**src/rtl/add_arb_if.sv**
```systemverilog
// Request/response bundle shared by NREQ requesters, the add_arb shared adder and its result consumer.
// slv is the arbiter side, mst the requester/consumer side.
interface add_arb_if #(
   parameter int NREQ = 4
);
   localparam int IDW = (NREQ > 1) ? $clog2(NREQ) : 1;

   logic [NREQ-1:0]   req_valid;
   logic [4*NREQ-1:0] req_a;
   logic [4*NREQ-1:0] req_b;
   logic [NREQ-1:0]   req_ready;
   logic              rsp_valid;
   logic [IDW-1:0]    rsp_id;
   logic [3:0]        rsp_sum;
   logic              rsp_carry;
   logic              rsp_ready;

   modport slv (
      input  req_valid, req_a, req_b, rsp_ready,
      output req_ready, rsp_valid, rsp_id, rsp_sum, rsp_carry
   );

   modport mst (
      output req_valid, req_a, req_b, rsp_ready,
      input  req_ready, rsp_valid, rsp_id, rsp_sum, rsp_carry
   );
endinterface

```
**src/rtl/add_arb.sv**
```systemverilog
// Round-robin arbiter sharing one 4-bit adder: grant at N, result valid at N+2, held until rsp_ready.
// Requests are not granted while a result is pending; ADD_ARB_STATS_EN adds handshake/carry counters.
module add_arb #(
   parameter int NREQ = 4
) (
   input  logic        clk,
   input  logic        rst,
   add_arb_if.slv      bus
`ifdef ADD_ARB_STATS_EN
   ,
   output logic [15:0] stat_ops_o,
   output logic [15:0] stat_carry_o
`endif
);
   localparam int IDW = (NREQ > 1) ? $clog2(NREQ) : 1;

   typedef enum logic [1:0] {IDLE, EXEC, RESP} state_t;

   state_t         state_q, state_d;
   logic [IDW-1:0] ptr_q, ptr_d;
   logic [IDW-1:0] own_q, own_d;
   logic [3:0]     op_a_q, op_a_d;
   logic [3:0]     op_b_q, op_b_d;
   logic [IDW-1:0] rsp_id_q, rsp_id_d;
   logic [3:0]     rsp_sum_q, rsp_sum_d;
   logic           rsp_carry_q, rsp_carry_d;

   logic           found;
   logic [IDW-1:0] win;
   int             idx;
   logic [4:0]     sum5;
   logic           rsp_fire;

   // First valid requester at or after ptr, wrapping to 0.
   always_comb begin
      found = 1'b0;
      win   = '0;
      idx   = 0;
      for (int k = 0; k < NREQ; k++) begin
         idx = (int'(ptr_q) + k) % NREQ;
         if (!found && bus.req_valid[idx[IDW-1:0]]) begin
            found = 1'b1;
            win   = idx[IDW-1:0];
         end
      end
   end

   assign sum5     = {1'b0, op_a_q} + {1'b0, op_b_q};
   assign rsp_fire = (state_q == RESP) && bus.rsp_ready;

   always_comb begin
      state_d       = state_q;
      ptr_d         = ptr_q;
      own_d         = own_q;
      op_a_d        = op_a_q;
      op_b_d        = op_b_q;
      rsp_id_d      = rsp_id_q;
      rsp_sum_d     = rsp_sum_q;
      rsp_carry_d   = rsp_carry_q;
      bus.req_ready = '0;
      case (state_q)
         IDLE: begin
            if (found) begin
               bus.req_ready[win] = 1'b1;
               own_d   = win;
               op_a_d  = bus.req_a[4*win +: 4];
               op_b_d  = bus.req_b[4*win +: 4];
               ptr_d   = (win == IDW'(NREQ-1)) ? '0 : win + IDW'(1);
               state_d = EXEC;
            end
         end
         EXEC: begin
            rsp_sum_d   = sum5[3:0];
            rsp_carry_d = sum5[4];
            rsp_id_d    = own_q;
            state_d     = RESP;
         end
         RESP: begin
            if (bus.rsp_ready) begin
               state_d = IDLE;
            end
         end
         default: state_d = IDLE;
      endcase
   end

   always_ff @(posedge clk or posedge rst) begin
      if (rst) begin
         state_q     <= IDLE;
         ptr_q       <= '0;
         own_q       <= '0;
         op_a_q      <= '0;
         op_b_q      <= '0;
         rsp_id_q    <= '0;
         rsp_sum_q   <= '0;
         rsp_carry_q <= 1'b0;
      end else begin
         state_q     <= state_d;
         ptr_q       <= ptr_d;
         own_q       <= own_d;
         op_a_q      <= op_a_d;
         op_b_q      <= op_b_d;
         rsp_id_q    <= rsp_id_d;
         rsp_sum_q   <= rsp_sum_d;
         rsp_carry_q <= rsp_carry_d;
      end
   end

   assign bus.rsp_valid = (state_q == RESP);
   assign bus.rsp_id    = rsp_id_q;
   assign bus.rsp_sum   = rsp_sum_q;
   assign bus.rsp_carry = rsp_carry_q;

`ifdef ADD_ARB_STATS_EN
   logic [15:0] stat_ops_q, stat_ops_d;
   logic [15:0] stat_carry_q, stat_carry_d;

   always_comb begin
      stat_ops_d   = stat_ops_q;
      stat_carry_d = stat_carry_q;
      if (rsp_fire) begin
         stat_ops_d = stat_ops_q + 16'd1;
         if (rsp_carry_q) begin
            stat_carry_d = stat_carry_q + 16'd1;
         end
      end
   end

   always_ff @(posedge clk or posedge rst) begin
      if (rst) begin
         stat_ops_q   <= '0;
         stat_carry_q <= '0;
      end else begin
         stat_ops_q   <= stat_ops_d;
         stat_carry_q <= stat_carry_d;
      end
   end

   assign stat_ops_o   = stat_ops_q;
   assign stat_carry_o = stat_carry_q;
`else
   logic unused_fire;
   assign unused_fire = rsp_fire;
`endif
endmodule

```
**src/flat_wrapper.sv**
```systemverilog
// flat-port wrapper written by rule: the top's interface ports become plain ports
module add_arb_flat 
#(
   parameter int NREQ = 4
)
  (clk, rst, bus_req_valid, bus_req_a, bus_req_b, bus_rsp_ready, bus_req_ready, bus_rsp_valid, bus_rsp_id, bus_rsp_sum, bus_rsp_carry);
  add_arb_if #(.NREQ(NREQ)) bus_i ();
  input  logic clk;
  input  logic rst;
  input wire logic [$bits(bus_i.req_valid)-1:0] bus_req_valid;
  input wire logic [$bits(bus_i.req_a)-1:0] bus_req_a;
  input wire logic [$bits(bus_i.req_b)-1:0] bus_req_b;
  input wire logic [$bits(bus_i.rsp_ready)-1:0] bus_rsp_ready;
  output wire logic [$bits(bus_i.req_ready)-1:0] bus_req_ready;
  output wire logic [$bits(bus_i.rsp_valid)-1:0] bus_rsp_valid;
  output wire logic [$bits(bus_i.rsp_id)-1:0] bus_rsp_id;
  output wire logic [$bits(bus_i.rsp_sum)-1:0] bus_rsp_sum;
  output wire logic [$bits(bus_i.rsp_carry)-1:0] bus_rsp_carry;
  assign bus_i.req_valid = bus_req_valid;
  assign bus_i.req_a = bus_req_a;
  assign bus_i.req_b = bus_req_b;
  assign bus_i.rsp_ready = bus_rsp_ready;
  assign bus_req_ready = bus_i.req_ready;
  assign bus_rsp_valid = bus_i.rsp_valid;
  assign bus_rsp_id = bus_i.rsp_id;
  assign bus_rsp_sum = bus_i.rsp_sum;
  assign bus_rsp_carry = bus_i.rsp_carry;
  add_arb #(.NREQ(NREQ)) u_core (.clk(clk), .rst(rst), .bus(bus_i));
endmodule
```
**config.mk**
```make
export PLATFORM = sky130hd
export DESIGN_NAME = add_arb_flat
export DESIGN_NICKNAME = d
export VERILOG_FILES = /design/src/rtl/add_arb_if.sv /design/src/rtl/add_arb.sv /design/src/flat_wrapper.sv
export SDC_FILE = /design/constraint.sdc
export NUM_CORES = 1
export LEC_CHECK = 0
export BUFFER_PORTS_ARGS = -buffer_cell sky130_fd_sc_hd__buf_4
export CAP_MARGIN = 10
export CORE_MARGIN = 10
export CORE_UTILIZATION = 52
export DETAILED_ROUTE_END_ITERATION = 8
export MAX_ROUTING_LAYER = met4
export PLACE_DENSITY = 0.87
export SETUP_SLACK_MARGIN = 0.4
export SYNTH_ARGS = -nofsm -noshare
export SYNTH_HDL_FRONTEND = slang
export SYNTH_SLANG_ARGS = --single-unit
```
**constraint.sdc**
```tcl
create_clock -name clk -period 2.7 [get_ports clk]
set_clock_uncertainty 0.2 [all_clocks]
set_input_delay 0.27 -clock clk [delete_from_list [all_inputs] [get_ports clk]]
set_output_delay 0.27 -clock clk [all_outputs]
set_load 0.01 [all_outputs]
```
After elaboration in Yosys (flattened, before gate mapping)

Cells that the tools add are included.

Register bits after elaboration: 21
Bits in latches: 0
Memory bits (writable): 0
ROM bits: 0
Input bits: 39
Logic and storage cells: 60
Memories: 0

Add/sub/neg operators: 5
Multiply operators: 0
Div/mod/pow operators: 0
Magnitude comparators: 6
Equality and inequality tests: 5
Shift-type cells: 2
Multiplexer cells: 24
Bitwise operators: 0
Reductions and logical operators: 10

Operators by type and width:

| cell                                                   | number |
|---|---|
| variable part select 16 x 5 -> 4 bit                   | 2 |
| < comparator 2 x 3 -> 1 bit (second input constant)    | 5 |
| two-way mux 2 bit                                      | 7 |
| two-way mux 1 bit                                      | 9 |
| binary-select mux 1 bit (select 2 bit)                 | 4 |
| two-way mux 4 bit                                      | 2 |
| one-hot mux 2 bit (3 select lines)                     | 1 |
| adder 4 x 4 -> 5 bit                                   | 1 |
| adder 2 x 1 -> 2 bit (second input constant)           | 2 |
| adder 2 bit (second input constant)                    | 2 |
| equality test 2 bit (second input constant)            | 2 |
| logical AND 1 bit                                      | 4 |
| AND reduction 2 bit                                    | 2 |
| logical NOT 1 bit                                      | 3 |
| demux 1 bit (select 2 bit)                             | 1 |
| equality test 2 x 1 -> 1 bit (second input constant)   | 1 |
| >= comparator 2 x 1 -> 1 bit (second input constant)   | 1 |
| logical NOT 2 bit                                      | 1 |
| inequality test 2 x 1 -> 1 bit (second input constant) | 1 |
| inequality test 2 bit (second input constant)          | 1 |

Longest topological paths before layout

Word-level depth: 18
Mapped depth: 8
Mapped depth without buffers: 7

Worst setup path before layout

Ideal clock, no wire load.

Path type: register -> output
Start: register u_core.ptr_q[1]
End: output bus_req_ready[3]
Arrival: 1.505 ns
Required time: 2.230 ns
Slack: 0.725 ns
Stages on the path, launching flop included: 7
Cell sequence: dfrtp_1 or3_4 a21o_1 buf_6 inv_2 ha_1 and2_1

Word-level cells in the longest chain between the ends: 18

RTL lines:

| what                                                                 | line               | RTL |
|---|---|---|
| start, declared                                                      | add_arb.sv:20      | `logic [IDW-1:0] ptr_q, ptr_d;` |
| start signal, assigned                                               | add_arb.sv:99      | `ptr_q <= ptr_d;` |
| branches (longest 16 deep; another with < comparator 2 x 3 -> 1 bit) | -                  |  |
| two-way mux 4 bit (*)                                                | add_arb.sv:63      | `if (found) begin` |
| two-way mux 4 bit (*)                                                | add_arb.sv:61      | `case (state_q)` |
| end, declared                                                        | flat_wrapper.sv:14 | `output wire logic [$bits(bus_i.req_ready)-1:0] bus_req_ready;` |

Every way passes the cells marked *. The select of a mux whose other input is x is not followed.

Worst setup path in the final report

Start: register u_core.ptr_q[0]
End: output bus_req_ready[3]

The elaborated chain is that of the path after synthesis.

==> metrics.md <==
| Metric | Value |
|---|---|
| Most frequently used cell type in the post-synthesis netlist | `sky130_fd_sc_hd__dfrtp_1` |
| Setup crit end | `bus_req_ready[3]` |
| WP data required | `2.23 ns` |
| Worst reg-to-reg setup slack | `0.67 ns` |
| Post-route clock period utilization | `86.63%` |
| Number of iterations in the first detailed-routing pass | `4` |
| 1st-iter DRT viols | `107` |
| Met1 track demand over resource in global routing | `15.97%` |
| Clock root cell | `sky130_fd_sc_hd__clkbuf_4` |
| Cell type contributing the most total cell area after synthesis | `sky130_fd_sc_hd__dfrtp_1` |
| Largest family of logic cells by synthesized area | `compound AO/OA/AOI/OAI gates` |
| Minimum period implied by the final worst setup slack | `2.339 ns` |
| Launch point of the critical path | `u_core.ptr_q[0]$_DFFE_PP0P_` |
| Async set-or-reset flop fraction in the synthesized netlist | `100.0%` |
| Row count | `18` |
| Number of clock sinks | `21` |
| Power density normalized to cell area | `1090 nW/µm²` |
| Average cell area after synthesis | `10.00 µm²` |
| Leakage dissipation | `0.9436 nW` |
| Wire length of the first global-routing pass | `6437 µm` |
| Setup-failing EPs final | `0` |
| Final-report hold violation count | `0` |
| CP Launch Type | `flip-flop` |
| Top_reg_cell synth | `sky130_fd_sc_hd__dfrtp_1` |
| Combined area of all synthesized cells | `1310 µm²` |
| Post-Synth Adder-Cell Area | `6.304%` |
| Register area share after synthesis | `40.11%` |
| Xor-xnor portion of the synthesized cell area | `1.337%` |
| CP Capture Type | `output port` |
| Routed wire length | `4417 µm` |
| Number of port buffers | `50` |
| Final count of pins violating max slew | `0` |
| Overall die area | `4927 µm²` |
| Via Count | `1,309` |
| Compound-gate portion of the synthesized area | `19.48%` |
| Antenna violations before repair | `0` |
| Antenna cells | `0` |
| Top-area cell type share of the netlist area | `40.11%` |
| Measured slew at the worst slew-check pin | `0.8042 ns` |
| Final total negative setup slack | `0 ns` |
| Unrepaired setup endpoints after global routing | `true` |
| Largest voltage drop on the vdd net | `0.7510 mV` |
| R2r endpoint | `u_core.op_a_q[1]$_DFFE_PP0P_` |
| Multiplexer share of the synthesized area | `7.832%` |
| Horizontal die dimension | `70.19 µm` |
| Number of cells in the finished layout apart from fillers | `227` |
| Launch instance of the worst register-to-register path | `u_core.ptr_q[0]$_DFFE_PP0P_` |
| Sum of net half-perimeters after detailed placement | `3008 µm` |
| Signal arrival time at the worst endpoint | `1.87 ns` |
| Register bit count reported by yosys | `21` |
| Simple-gate share of the synthesized area | `18.24%` |
| Remaining Overflow, GRT | `0` |
| Number of vias per cell | `5.767` |
| Via count of the first global-routing pass | `1,369` |
| Worst Reg2Reg Path Length in Cells | `7` |
| Clock latency at the later pin of the worst-skew pair | `0.33 ns` |
| CTS clk-pin slew, worst paths | `0.13 ns` |
| Overall die height | `70.19 µm` |
| Nets | `243` |
| Number of H-tree branching levels | `1` |
| Effective utilization at floorplan | `53.86%` |
| Number of flops mapped to enable cells by yosys | `0` |
| Largest fanout of any net on the critical path | `3` |
| Fillers | `160` |
| Maximum number of pins on one net before global-route repair | `22` |
| Area growth syn-to-layout | `45.46%` |
| List of most frequent post-synthesis cells | `sky130_fd_sc_hd__dfrtp_1, sky130_fd_sc_hd__nand2_1` |
| Area of the core | `2432 µm²` |
| Worst slack on hold paths | `0.007400 ns` |
| Category of the critical setup timing path | `reg -> out` |
| Maximum buffer depth of the clock tree | `2` |
| Io pins | `51` |
| Net count of the mapped netlist | `176` |
| Detail-routed net length per standard cell | `19.46 µm` |
| DRC violation count after routing | `0` |
| Hold Path Class | `in -> reg` |
| Share of cells above drive strength 1 | `43.65%` |
| Count of maximum capacitance violations | `0` |
| Global routing usage on met3 | `3.249%` |
| Count of synthesis-stage warnings from yosys | `0` |
| Max transition margin | `46.33%` |
| RD Place Congestion | `0.9036` |
| Antenna-violating nets left | `0` |
| Maximum clock frequency | `427.5 MHz` |
| Area contributors post-synth | `sky130_fd_sc_hd__dfrtp_1, sky130_fd_sc_hd__mux2i_1, sky130_fd_sc_hd__a41oi_1, sky130_fd_sc_hd__ha_1, sky130_fd_sc_hd__o211ai_1` |
| Minimum setup slack in the final design | `0.3609 ns` |
| Gate count after technology mapping | `131` |
| CTS tree | `yes` |
| Total routing usage reported by global routing | `16.31%` |
| Result of the run | `finished, final reports clean` |
| CTS buffer count | `3` |
| Unique cell type count in the Yosys netlist | `38` |
| Setup WS pre-CTS | `0.5860 ns` |
| GR Layer Usage met2 | `29.10%` |
| Placed cell count | `208` |
| GRT busiest layer | `met2` |
| Hold Path Depth | `3` |
## cells in the final DEF (no fill, tap or decap), types with 2 or more instances in the layout
| cell type | instances |
|---|---|
| sky130_fd_sc_hd__a21o_1 | 4 |
| sky130_fd_sc_hd__a21oi_1 | 2 |
| sky130_fd_sc_hd__a41oi_1 | 8 |
| sky130_fd_sc_hd__and2_1 | 6 |
| sky130_fd_sc_hd__buf_4 | 62 |
| sky130_fd_sc_hd__buf_6 | 2 |
| sky130_fd_sc_hd__clkbuf_4 | 3 |
| sky130_fd_sc_hd__dfrtp_1 | 20 |
| sky130_fd_sc_hd__dlygate4sd3_1 | 4 |
| sky130_fd_sc_hd__ha_1 | 4 |
| sky130_fd_sc_hd__inv_1 | 7 |
| sky130_fd_sc_hd__inv_2 | 2 |
| sky130_fd_sc_hd__mux2_2 | 2 |
| sky130_fd_sc_hd__mux2i_1 | 8 |
| sky130_fd_sc_hd__nand2_1 | 9 |
| sky130_fd_sc_hd__nand2b_1 | 2 |
| sky130_fd_sc_hd__nand3_1 | 3 |
| sky130_fd_sc_hd__nand4_1 | 5 |
| sky130_fd_sc_hd__nor2_1 | 6 |
| sky130_fd_sc_hd__nor2b_2 | 2 |
| sky130_fd_sc_hd__nor3_2 | 2 |
| sky130_fd_sc_hd__o211ai_1 | 8 |
| sky130_fd_sc_hd__o21ai_0 | 6 |
| sky130_fd_sc_hd__or3_4 | 2 |
| sky130_fd_sc_hd__xor2_1 | 2 |
## sequential cells by signal, indices dropped and copies added, names as in the netlist
register	flops
u_core.bus.rsp_id	2
u_core.op_b_q	4
u_core.state_q	2
u_core.bus.rsp_sum	4
u_core.op_a_q	4
u_core.bus.rsp_carry	1
u_core.own_q	2
u_core.ptr_q	2
## report_power, final
part	leakage, nW	switching (mW)	internal, mW
registers	0.257	0.0934	0.472
logic	0.669	0.697	0.647
clock network	0.0177	0.111	0.0558
total	0.944	0.902	1.18
## cells by family after synthesis
| group | count (synthesis) |
|---|---|
| AND/OR/NAND/NOR | 43 |
| AO/OA/AOI/OAI | 32 |
| flip-flops | 21 |
| buffers and inverters | 17 |
| multiplexers | 10 |
| adder cells (fa/ha/maj) | 6 |
| XOR/XNOR | 2 |
## metrics by stage
step	instance area, µm²	power, mW	utilization [%]
global placement	1703	1.603	70.01
floorplan	1310	1.331	-
global route	1906	2.204	78.34
CTS	1836	1.955	75.46
finish	1906	2.077	78.34
detailed placement	1703	1.675	70.01
## metal layers
| layer | routed length, µm | vias to the layer above |
|---|---|---|
| met5 | 0 | - |
| met4 | 152 | 0 |
| met3 | 272 | 16 |
| met2 | 2397 | 61 |
| met1 | 1594 | 624 |
| li1 | - | 608 |
## worst min path at each step
stage                  from                          endpoint  slack, ns
4_1_cts        bus_req_b[4]      u_core.op_b_q[0]$_DFFE_PP0P_      0.005
3_3_place_gp            rst  u_core.bus.rsp_id[0]$_DFFE_PP0N_       0.25
6_report       bus_req_a[2]      u_core.op_a_q[2]$_DFFE_PP0P_      0.007
5_1_grt        bus_req_b[2]      u_core.op_b_q[2]$_DFFE_PP0P_      0.009
2_1_floorplan           rst  u_core.bus.rsp_carry$_DFFE_PP0N_       0.05
3_5_place_dp            rst  u_core.bus.rsp_id[0]$_DFFE_PP0N_       0.27
## critical path, cell delays in order, from the launching register on
cell and delay (ns):
sky130_fd_sc_hd__dfrtp_1 0.41, sky130_fd_sc_hd__nor2b_2 0.06, sky130_fd_sc_hd__or3_4 0.39, sky130_fd_sc_hd__a21o_1 0.22, sky130_fd_sc_hd__inv_2 0.10, sky130_fd_sc_hd__ha_4 0.12, sky130_fd_sc_hd__and2_4 0.13, sky130_fd_sc_hd__buf_6 0.09
## cell type report
type / instances / area (µm²) / area share, %
multi-input cells: 93 / 729.5 / 38.28
repair buffers: 69 / 543.0 / 28.50
flip-flops and latches: 21 / 526.8 / 27.64
clock inverters: 1 / 5.005 / 0.2626
inverters: 10 / 41.29 / 2.167
clock buffers: 3 / 22.52 / 1.182
well taps: 30 / 37.54 / 1.970
## timing repair
action	4_1_cts	5_1_grt
pin swaps	1	3
hold buffers	3	1
hold endpoints to repair	23	1
setup endpoints to repair	3	4
setup buffers	7	4
resized for setup	6	7
Power figures use the tool's default switching activity.
